`config.mk`:
```
export PLATFORM = sky130hd
export DESIGN_NAME = cla_serial_subtractor
export DESIGN_NICKNAME = d
export VERILOG_FILES = /design/src/rtl/cla_serial_subtractor.sv
export SDC_FILE = /design/constraint.sdc
export NUM_CORES = 1
export LEC_CHECK = 0
export BUFFER_PORTS_ARGS = -buffer_cell sky130_fd_sc_hd__buf_2
export CORE_UTILIZATION = 35
export CTS_CLUSTER_SIZE = 10
export DETAILED_ROUTE_END_ITERATION = 6
export PLACE_DENSITY_LB_ADDON = 0.08
export SYNTH_ARGS = -nofsm -noshare
export SYNTH_HDL_FRONTEND = slang
export SYNTH_SLANG_ARGS = --single-unit
```
`constraint.sdc`:
```
create_clock -name clk -period 4.4 [get_ports clk]
set_clock_uncertainty 0.2 [all_clocks]
set_input_delay 0.88 -clock clk [delete_from_list [all_inputs] [get_ports clk]]
set_output_delay 0.88 -clock clk [all_outputs]
set_load 0.005 [all_outputs]
```
`src/rtl/cla_serial_subtractor.sv`:
```
// cla_serial_subtractor
//   Multi-cycle subtractor: diff = a - b, computed as a + ~b + 1 one
//   SLICE-bit lookahead slice per clock, least-significant slice first.
//   The inter-slice carry lives in a register.
//
// Ports
//   clk, rst           clock, asynchronous active-high reset
//   in_valid/in_ready  operand handshake (ready only in IDLE)
//   a, b               minuend, subtrahend (WIDTH bits)
//   out_valid/out_ready result handshake (valid only in DONE)
//   diff               a - b modulo 2^WIDTH
//   borrow             unsigned a < b
//   overflow           signed overflow of a - b
module cla_serial_subtractor #(
    parameter int WIDTH = 16,
    parameter int SLICE = 4
) (
    input  logic             clk,
    input  logic             rst,
    input  logic             in_valid,
    output logic             in_ready,
    input  logic [WIDTH-1:0] a,
    input  logic [WIDTH-1:0] b,
    output logic             out_valid,
    input  logic             out_ready,
    output logic [WIDTH-1:0] diff,
    output logic             borrow,
    output logic             overflow
);
    localparam int NS = WIDTH / SLICE;
    localparam int IW = (NS > 1) ? $clog2(NS) : 1;

    typedef enum logic [1:0] {IDLE, BUSY, DONE} state_t;

    state_t           state;
    logic [IW-1:0]    idx;
    logic             carry;
    logic [WIDTH-1:0] a_r;
    logic [WIDTH-1:0] b_r;

    // Current slice: a + ~b + carry with generate/propagate lookahead.
    logic [SLICE-1:0] sa, sb_n, g, p, s;
    logic [SLICE:0]   c;
    logic             term, acc;

    always_comb begin
        sa   = a_r[idx*SLICE +: SLICE];
        sb_n = ~b_r[idx*SLICE +: SLICE];
        g    = sa & sb_n;
        p    = sa ^ sb_n;
        c    = '0;
        c[0] = carry;
        term = 1'b0;
        acc  = 1'b0;
        // Each c[k+1] is a flat sum of products of g, p and the slice
        // carry-in, so no carry depends on a lower-order computed carry.
        for (int k = 0; k < SLICE; k++) begin
            term = carry;
            for (int j = 0; j <= k; j++) term = term & p[j];
            acc = term;
            for (int j = 0; j <= k; j++) begin
                term = g[j];
                for (int m = j + 1; m <= k; m++) term = term & p[m];
                acc = acc | term;
            end
            c[k+1] = acc;
        end
        s = p ^ c[SLICE-1:0];
    end

    always_ff @(posedge clk or posedge rst) begin
        if (rst) begin
            state     <= IDLE;
            idx       <= '0;
            carry     <= 1'b0;
            a_r       <= '0;
            b_r       <= '0;
            diff      <= '0;
            borrow    <= 1'b0;
            overflow  <= 1'b0;
            out_valid <= 1'b0;
            in_ready  <= 1'b1;
        end else begin
            case (state)
                IDLE: begin
                    if (in_valid && in_ready) begin
                        a_r      <= a;
                        b_r      <= b;
                        carry    <= 1'b1;   // the +1 of two's complement
                        idx      <= '0;
                        diff     <= '0;
                        in_ready <= 1'b0;
                        state    <= BUSY;
                    end
                end
                BUSY: begin
                    diff[idx*SLICE +: SLICE] <= s;
                    carry                    <= c[SLICE];
                    if (idx == IW'(NS - 1)) begin
                        idx       <= '0;
                        state     <= DONE;
                        out_valid <= 1'b1;
                        borrow    <= ~c[SLICE];
                        // s[SLICE-1] is the final diff MSB being written now.
                        overflow  <= (a_r[WIDTH-1] != b_r[WIDTH-1]) &&
                                     (s[SLICE-1] != a_r[WIDTH-1]);
                    end else begin
                        idx <= idx + IW'(1);
                    end
                end
                DONE: begin
                    if (out_ready) begin
                        out_valid <= 1'b0;
                        in_ready  <= 1'b1;
                        state     <= IDLE;
                    end
                end
                default: state <= IDLE;
            endcase
        end
    end
endmodule

```
==> summary.md, run 1 <==
| Metric | Value |
|---|---|
| CP Capture Type | `flop` |
| Post-DP HPWL | `slightly below 4000 um` |
| Most common cell in the netlist | `dfrtp_1` |
| CTS resizes | `0` |
| Crit path DAT | `slightly above 3 ns` |
| First-pass GRT wire length | `around 8600 um` |
| Fin Hold WS | `between 0.2 and 0.3 ns` |
| Setup Buffers After CTS | `0` |
| Reg clk slew, reported paths | `0.07 ns` |
| F_max | `between 0.3 and 0.4 GHz` |
| Yosys reg bits | `57` |
| Total Routed Length | `between 5000 and 6000 um` |
| Area Overhead vs Synth | `21.8%` |
| Top FF cell, synth | `dfrtp_1` |
| Worst-margin pin slew | `between 0.9 and 1 ns` |
| CTS Buffer Depth | `2` |
| Tmin final | `3.00 ns` |
| Die area | `~0.008 mm2` |
| Synthesized instance count | `192` |
| Power per cell area | `around 750 mW/mm2` |
| Vias in the first global route | `about 1.7k` |
| Synthesized area | `between 0.002 and 0.003 mm2` |
| Post-route ant nets | `0` |
| Final Power | `roughly 2.4 mW` |
| Chip height | `between 80 and 90 um` |
| Post-DR vias/cell | `about 4.9` |
| Setup CP Type | `reg2reg` |
| DR top layer | `met4` |
| Syn avg cell area | `13.9 um2` |
| Clk_lat worst skew | `0.34 ns` |
| H-tree lvl count | `3` |
| Metal1 wirelength | `about 2600 um` |
| I/O Buffers | `55` |
| CTS tree | `done` |
| Delay-heaviest family, CP | `flip-flops` |
| Die width | `between 80 and 90 um` |
| CP dominant cell by count | `ha_1` |
| Initial core utilization | `0.366` |
| Layout cell share with drive strength beyond 1 | `0.465` |
| Detailed-route via count | `between 1.5k and 2k` |
| Crit-path max FO | `13` |
| I/O pin count | `56` |
| LEAKAGE | `approximately 1.6 nW` |
| Clk sink count | `57` |
| Wire length on met3 | `between 200 and 250 um` |
| CP peak stage delay | `around 0.7 ns` |
| Worst path cell trace | `mux4_2 > ha_1 > ha_1 > o211a_1 > or3_4 > and2_2 > a22o_1` |
| Startpoint Class | `flop` |
| Top cell types by occurrence after synthesis | `dfrtp_1, mux2_2, a22o_1, inv_1, ha_1` |
| Setup TNS | `0 ns` |
| Total track usage | `0.152` |
| Fin nets | `300` |
| Leading area contributor after synthesis | `dfrtp_1` |
| RSZ-0062 raised after global routing | `false` |
| Post-route worst setup slack | `1.40 ns` |
| Syn nets | `roughly 240` |
| WP data required | `between 4 and 5 ns` |
| Fin. Hold Viols | `0` |
| DRC violation count after routing | `0` |
| Outcome | `finished, final reports clean` |
| Hold Crit Class | `reg2reg` |
| Pre-CTS setup slack | `roughly 1.4 ns` |
| Post-DR wirelength/cell | `about 15 um` |
| Flop2flop setup slack | `around 1.4 ns` |
| Clock Root Buffer | `clkbuf_8` |
| # setup viols final | `0` |
| Async SR Flop Fraction | `1.00` |
| Top cell type's share of synthesized area | `0.526` |
| Total CTS buffers | `9` |
| Initial antenna violation count | `0` |
| Drt pass-1 iters | `4` |
| Worst Path Buf+Inv | `0` |
| Detailed router's first-iteration violation count | `75` |
| Slowest CP cell | `dfrtp_1` |
| Tcrit/Tclk final | `0.683` |
| # diodes | `0` |
| Max Cap Viol | `0` |
| Hold buffers post-CTS | `0` |
| Row count | `31` |
| Met2 WL post-DR | `about 2500 um` |
| Post-synthesis sequential area ratio | `0.535` |
| EDFF count, synth | `0` |
| Gp weighted congestion | `~0.76` |
| Worst VDD drop | `around 290 uV` |
| Final Max Tran Viols | `0` |
| Core Area | `0.00729 mm2` |
| Largest net degree at the start of global routing | `42` |
| Top post-synthesis cells by area | `dfrtp_1, mux2_2, mux4_2` |
| Relative slew slack | `0.343` |
| GRT overflow | `0` |
| Yosys warning total | `0` |
| Finished Core Util | `0.445` |
| Synth unique cells | `38` |
kinds of logic after synthesis:
| family | share of synthesized area |
|---|---|
| flip-flops | 0.535 |
| multiplexers | 0.203 |
| AO/OA/AOI/OAI | 0.107 |
| AND/OR/NAND/NOR | 0.0634 |
| buffers and inverters | 0.0310 |
| adder cells (fa/ha/maj) | 0.0544 |
| XOR/XNOR | 0.00657 |
through the flow:
| stage | area [um2] | cells |
|---|---|---|
| 6_report | 3250 | 357 |
| 5_1_grt | 3250 | 357 |
| 4_1_cts | 3250 | 357 |
| 3_5_place_dp | 3040 | 341 |
| 3_3_place_gp | 3040 | 341 |
| 2_1_floorplan | 2670 | 192 |
cell usage in the layout (no fill, tap or decap), drive strengths merged, types with 3 or more instances in the layout:
cell and count:
a21oi 3, buf 57, dfrtp 56, nand2 8, clkbuf 14, ha 10
a21o 5, a22o 16, mux2 32, o21ai 6, nor2 5, mux4 8
inv 11
flip-flops by register name (all words and copies together) (netlist names):
| signal | flops |
|---|---|
| a_r | 16 |
| b_r | 16 |
| diff | 16 |
| idx | 2 |
| state | 2 |
| borrow | 1 |
| carry | 1 |
| in_ready | 1 |
| out_valid | 1 |
| overflow | 1 |
cell type report:
type | count | area, um2
Tap cell | 99 | 124
Inverter | 11 | 41.3
Sequential cell | 57 | 1430
Clock inverter | 2 | 35.0
Multi-Input combinational cell | 117 | 1160
Clock buffer | 14 | 173
Fill cell | 712 | 4050
Timing Repair Buffer | 57 | 290
metal layers:
| layer | GRT usage | up-vias |
|---|---|---|
| met5 | 0 | - |
| met4 | 0.0693 | 0 |
| met3 | 0.0471 | 8 |
| met2 | 0.232 | 53 |
| met1 | 0.200 | 851 |
| li1 | - | 828 |
final timing paths:
path,from,end,cells past startpoint
max,idx[1]$_DFFE_PP0P_,diff[15]$_DFFE_PP0P_,7
min reg2reg,diff[2]$_DFFE_PP0P_,diff[2]$_DFFE_PP0P_,1
max reg2reg,idx[1]$_DFFE_PP0P_,diff[15]$_DFFE_PP0P_,7
min in group asynchronous,rst,diff[14]$_DFFE_PP0P_,2
min,diff[2]$_DFFE_PP0P_,diff[2]$_DFFE_PP0P_,1
max in group asynchronous,rst,a_r[0]$_DFFE_PP0P_,3
report_power, final:
group          internal, mW  leakage, nW  switching, mW
Clock                 0.308        0.107          0.202
Combinational         0.529        0.760          0.499
Sequential            0.735        0.738          0.166
Total                  1.57         1.60          0.868
No activity file was read; power rests on OpenSTA's default activity.
==> run 2, diff against run 1 <==
==> constraint.sdc (replaced) <==
create_clock -name clk -period 2.6 [get_ports clk]
set_clock_uncertainty 0.2 [all_clocks]
set_input_delay 0.52 -clock clk [delete_from_list [all_inputs] [get_ports clk]]
set_output_delay 0.52 -clock clk [all_outputs]
set_load 0.005 [all_outputs]
==> summary.md, run 2 (same netlist as run 1, synthesis figures left out) <==
| Metric | Value |
|---|---|
| Outcome | `finished, violations left` |
| Failing checks | `negative setup slack` |
| Worst Path Buf+Inv | `1` |
| Final Max Tran Viols | `0` |
| Gp weighted congestion | `approximately 0.74` |
| Fin nets | `314` |
| Fin cells | `around 370` |
| CP Depth | `8` |
| I/O pin count | `56` |
| Row count | `31` |
| Proportion of power drawn by combinational gates | `0.476` |
| Post-route ant nets | `0` |
| Clock Root Buffer | `clkbuf_8` |
| Worst VDD drop | `approximately 470 uV` |
| WP data required | `2.66 ns` |
| Clock power share | `0.203` |
| Tmin final | `approximately 2.7 ns` |
| Post-route worst setup slack | `-0.0615 ns` |
| RR Endpoint | `overflow$_DFFE_PP0P_` |
| Die width | `between 80 and 90 um` |
| Relative slew slack | `0.639` |
| GRT overflow | `0` |
| Pre-CTS setup slack | `-0.158 ns` |
| Post-DR wirelength/cell | `roughly 15 um` |
| Area Overhead vs Synth | `28.9%` |
| Crit-path max FO | `6` |
| First-pass GRT wire length | `between 9000 and 10000 um` |
| Delay-heaviest family, CP | `compound AO/OA/AOI/OAI gates` |
| Slowest CP cell | `mux4_2` |
| Fin. Hold Viols | `0` |
| Post-DR vias/cell | `between 4 and 5` |
| Crit. Startpoint | `idx[0]$_DFFE_PP0P_` |
| Vias in the first global route | `around 1.8k` |
| Drt pass-1 iters | `4` |
| Detailed-route via count | `1784` |
| CTS Buffer Depth | `2` |
| # setup viols final | `5` |
| Total internal power | `3.05 mW` |
| F_max | `~0.38 GHz` |
| Most frequent cells in the layout | `dfrtp_1, buf_2, mux2_2` |
| Chip height | `just under 90 um` |
| Crit path DAT | `roughly 2.7 ns` |
| R2R cell count | `8` |
| Die area | `0.00797 mm2` |
| CP dominant cell by count | `ha_4` |
| Startpoint Class | `flop` |
| Setup CP Type | `reg2reg` |
| # diodes | `0` |
| Total track usage | `0.161` |
| Initial core utilization | `0.366` |
| Hold buffers post-CTS | `0` |
| Post-DP HPWL | `about 4000 um` |
| RSZ-0062 raised after global routing | `true` |
| Total Routed Length | `approximately 5600 um` |
| I/O Buffers | `55` |
| CP peak stage delay | `approximately 0.53 ns` |
| Hold Crit Class | `in2async` |
| DRC violation count after routing | `0` |
| CP Capture Type | `flop` |
| LEAKAGE | `1.69 nW` |
| Largest net degree at the start of global routing | `37` |
| Crit path to | `overflow$_DFFE_PP0P_` |
| Switching Share | `0.347` |
| Critical R2R Launch | `idx[0]$_DFFE_PP0P_` |
| Worst path cell trace | `mux4_2 > inv_2 > ha_4 > ha_4 > o211a_1 > or3_4 > a211o_1 > a31oi_1` |
| H-tree lvl count | `3` |
| Clk sink count | `57` |
| Worst-margin pin slew | `around 0.54 ns` |
| Detailed router's first-iteration violation count | `71` |
| Tcrit/Tclk final | `1.02` |
| CTS tree | `done` |
| Placed cells | `353` |
| Post-DP Area | `0.00319 mm2` |
| Sequential Power Share | `0.321` |
| Flop2flop setup slack | `-0.06 ns` |
| Power per cell area | `between 1000 and 1500 mW/mm2` |
| Core Area | `approximately 0.0073 mm2` |
| Initial antenna violation count | `0` |
| Layout cell share with drive strength beyond 1 | `0.515` |
| Non-Filler Cell Area, Final | `0.00344 mm2` |
| Sw Pwr | `between 1.5 and 2 mW` |
| Reg clk slew, reported paths | `roughly 0.080 ns` |
| Max Cap Viol | `0` |
| Clk_lat worst skew | `approximately 0.34 ns` |
| Total CTS buffers | `9` |
| Leading registers by flop count | `a_r (16), b_r (16), diff (16)` |
==> run 2: cell types whose count changed in the layout (fill, tap and decap cells not counted), moves of 2 or more <==
cell / delta
inv_6: +2
ha_1: -2
buf_4: +11
ha_4: +2
clkinv_4: +2
clkbuf_1: -2
buf_12: +3
clkbuf_8: -3
==> run 2: stage by stage <==
step                      utilization  hold WS [ns]  setup TNS (ns)  power [mW]
after detailed placement        0.438         0.290          -0.834        3.75
after CTS                       0.470        0.0188          -0.294        4.73
final                           0.471        0.0123          -0.190        4.68
after floorplan                     -         0.275          -0.588        2.86
after global placement          0.438         0.286          -0.552        3.73
after global routing            0.471        0.0492          -0.688        5.04
==> run 2: layout make-up <==
class	instances	area, um2
Clock buffer	9	124
Sequential cell	57	1430
Inverter	11	41.3
Fill cell	686	3860
Timing Repair Buffer	71	433
Multi-Input combinational cell	117	1180
Tap cell	99	124
Clock inverter	7	103
==> run 2: power groups by stage <==
stage               sequential (mW)  combinational [mW]  clock (mW)
finish                         1.50                2.23       0.951
floorplan                      1.42                1.45           0
global placement               1.52                2.20           0
detailed placement             1.53                2.22           0
CTS                            1.51                2.25       0.972
global route                   1.56                2.46        1.02
==> run 2: worst min-delay path by stage <==
| stage | from | end | cells past startpoint |
|---|---|---|---|
| after floorplan | a_r[10]$_DFFE_PP0P_ | a_r[10]$_DFFE_PP0P_ | 1 |
| after global placement | diff[5]$_DFFE_PP0P_ | diff[5]$_DFFE_PP0P_ | 1 |
| after detailed placement | diff[5]$_DFFE_PP0P_ | diff[5]$_DFFE_PP0P_ | 1 |
| after CTS | rst | b_r[0]$_DFFE_PP0P_ | 2 |
| after global routing | rst | b_r[0]$_DFFE_PP0P_ | 2 |
| final | rst | b_r[0]$_DFFE_PP0P_ | 2 |
==> run 2: what timing repair did <==
item | 4_1_cts | 5_1_grt
pin swaps | 2 | 0
gates resized for setup | 1 | 0
setup buffers | 1 | 1
endpoints found under the setup margin | 9 | 7
==> run 2: layer usage <==
layer | track usage | wire length (um)
met1 | 0.235 | 2810
met2 | 0.228 | 2510
met3 | 0.0388 | 218
met4 | 0.0736 | 69
met5 | 0 | 0
==> run 3, diff against run 2 <==
--- a/config.mk
+++ b/config.mk
@@ -10,6 +10,7 @@
 export CTS_CLUSTER_SIZE = 10
 export DETAILED_ROUTE_END_ITERATION = 6
 export PLACE_DENSITY_LB_ADDON = 0.08
+export REMOVE_ABC_BUFFERS = 1
 export SYNTH_ARGS = -nofsm -noshare
 export SYNTH_HDL_FRONTEND = slang
 export SYNTH_SLANG_ARGS = --single-unit
==> summary.md, run 3 (same netlist as run 1, synthesis figures left out) <==
| Metric | Value |
|---|---|
| # diodes | `0` |
| I/O pin count | `56` |
| Post-DP HPWL | `between 3000 and 4000 um` |
| Crit-path max FO | `3` |
| Crit path DAT | `between 2 and 3 ns` |
| Post-route ant nets | `0` |
| Clk_lat worst skew | `about 0.33 ns` |
| Total Routed Length | `approximately 5500 um` |
| Detailed-route via count | `between 1.5k and 2k` |
| Initial antenna violation count | `0` |
| Reg clk slew, reported paths | `approximately 0.07 ns` |
| Core Area | `between 0.007 and 0.008 mm2` |
| Tmin final | `between 2 and 3 ns` |
| CTS tree | `done` |
| Detailed router's first-iteration violation count | `44` |
| H-tree lvl count | `3` |
| Worst-margin pin slew | `a little over 0.5 ns` |
| Post-DR vias/cell | `just under 5` |
| CTS Buffer Depth | `2` |
| Largest net degree at the start of global routing | `37` |
| Final Max Tran Viols | `0` |
| I/O Buffers | `55` |
| Total CTS buffers | `9` |
| Initial core utilization | `0.366` |
| Die area | `roughly 0.008 mm2` |
| Area Overhead vs Synth | `30.2%` |
| Outcome | `finished, violations left` |
| Most frequent cells in the layout | `buf_2, dfrtp_1, mux2_2` |
| Post-DR wirelength/cell | `14.6 um` |
| Leading registers by flop count | `a_r (16), b_r (16), diff (16)` |
| F_max | `0.385 GHz` |
| Relative slew slack | `0.658` |
| GRT overflow | `0` |
| LEAKAGE | `about 1.7 nW` |
| Chip height | `roughly 90 um` |
| Clock Root Buffer | `clkbuf_8` |
| Gp weighted congestion | `roughly 0.71` |
| Failing checks | `negative setup slack` |
| Fin nets | `about 320` |
| Hold Crit Class | `in2async` |
| Total track usage | `0.159` |
| Layout cell share with drive strength beyond 1 | `0.533` |
| Flop2flop setup slack | `-0.0002 ns` |
| Vias in the first global route | `roughly 1.8k` |
| Die width | `around 90 um` |
| Fin. Hold Viols | `0` |
| Hold buffers post-CTS | `0` |
| WP data required | `~2.7 ns` |
| # fillers | `roughly 720` |
| # setup viols final | `1` |
| Setup CP Type | `reg2reg` |
| Worst VDD drop | `618 uV` |
| Drt pass-1 iters | `4` |
| Power per cell area | `1360 mW/mm2` |
| Fin Hold WS | `approximately 0.013 ns` |
| Row count | `31` |
| Pre-CTS setup slack | `-0.213 ns` |
| Max Cap Viol | `0` |
| Clk sink count | `between 50 and 60` |
| Startpoint Class | `flop` |
| Finished Core Util | `0.476` |
| Tcrit/Tclk final | `1.00` |
| Commonest non-fill, non-tap cell in the layout | `buf_2` |
| Post-route worst setup slack | `-0.000224 ns` |
| CP Capture Type | `flop` |
| RSZ-0062 raised after global routing | `true` |
| First-pass GRT wire length | `9200 um` |
| DRC violation count after routing | `0` |
[run 3: cell count changes in the layout (fill, tap and decap cells not counted), moves of 2 or more]
cell and delta:
buf_4 +3, clkinv_2 +2, clkinv_4 -2, ha_1 -2, ha_4 +2, inv_6 -2
[run 3: timing repair]
item                                    CTS  global route
endpoints found under the setup margin    7            11
resized for setup                         8             4
pin swaps                                 7             2
buffers inserted                          2             2
[run 3: final timing paths]
check | startpoint | to | cells past startpoint
setup / recovery | idx[0]$_DFFE_PP0P_ | overflow$_DFFE_PP0P_ | 8
hold / removal | rst | b_r[11]$_DFFE_PP0P_ | 2
setup reg to reg | idx[0]$_DFFE_PP0P_ | overflow$_DFFE_PP0P_ | 8
hold reg to reg | diff[2]$_DFFE_PP0P_ | diff[2]$_DFFE_PP0P_ | 1
max in group asynchronous | rst | diff[12]$_DFFE_PP0P_ | 3
min in group clk | a[15] | a_r[15]$_DFFE_PP0P_ | 3
[run 3: layout make-up]
class	instances	area [um2]	share of cell area
Tap cell	99	124	0.0357
Clock inverter	5	55.1	0.0159
Sequential cell	57	1430	0.412
Multi-Input combinational cell	117	1210	0.350
Clock buffer	11	141	0.0407
Timing Repair Buffer	75	467	0.134
Inverter	11	41.3	0.0119
[run 3: stage by stage]
step           area, um2  power (mW)   TNS (ns)  instances
2_1_floorplan       2630        2.74      -2.45        185
3_3_place_gp        3170        3.68      -1.01        355
3_5_place_dp        3170        3.68      -1.06        355
4_1_cts             3440        4.70     -0.197        373
5_1_grt             3470        5.13     -0.369        375
6_report            3470        4.73  -0.000224        375
[run 3: report_power, final]
part	internal, mW	switching, mW
sequential	1.25	0.232
combinational	1.37	1.05
clock	0.465	0.361
[run 3: worst max-delay path, cell delays in order (launching register included)]
cell     delay (ns)
dfrtp_2        0.41
mux4_2         0.51
inv_2          0.09
ha_4           0.21
ha_4           0.15
o211a_1        0.21
or3_4          0.34
a211o_1        0.26
a31oi_1        0.15
[run 3: metal layers]
metal  routed length, um  vias up  track usage
li1                    -      858            -
met1                2470      899        0.205
met2                2720       41        0.250
met3                 204        7       0.0480
met4                  73        0       0.0649
met5                   0        -            0
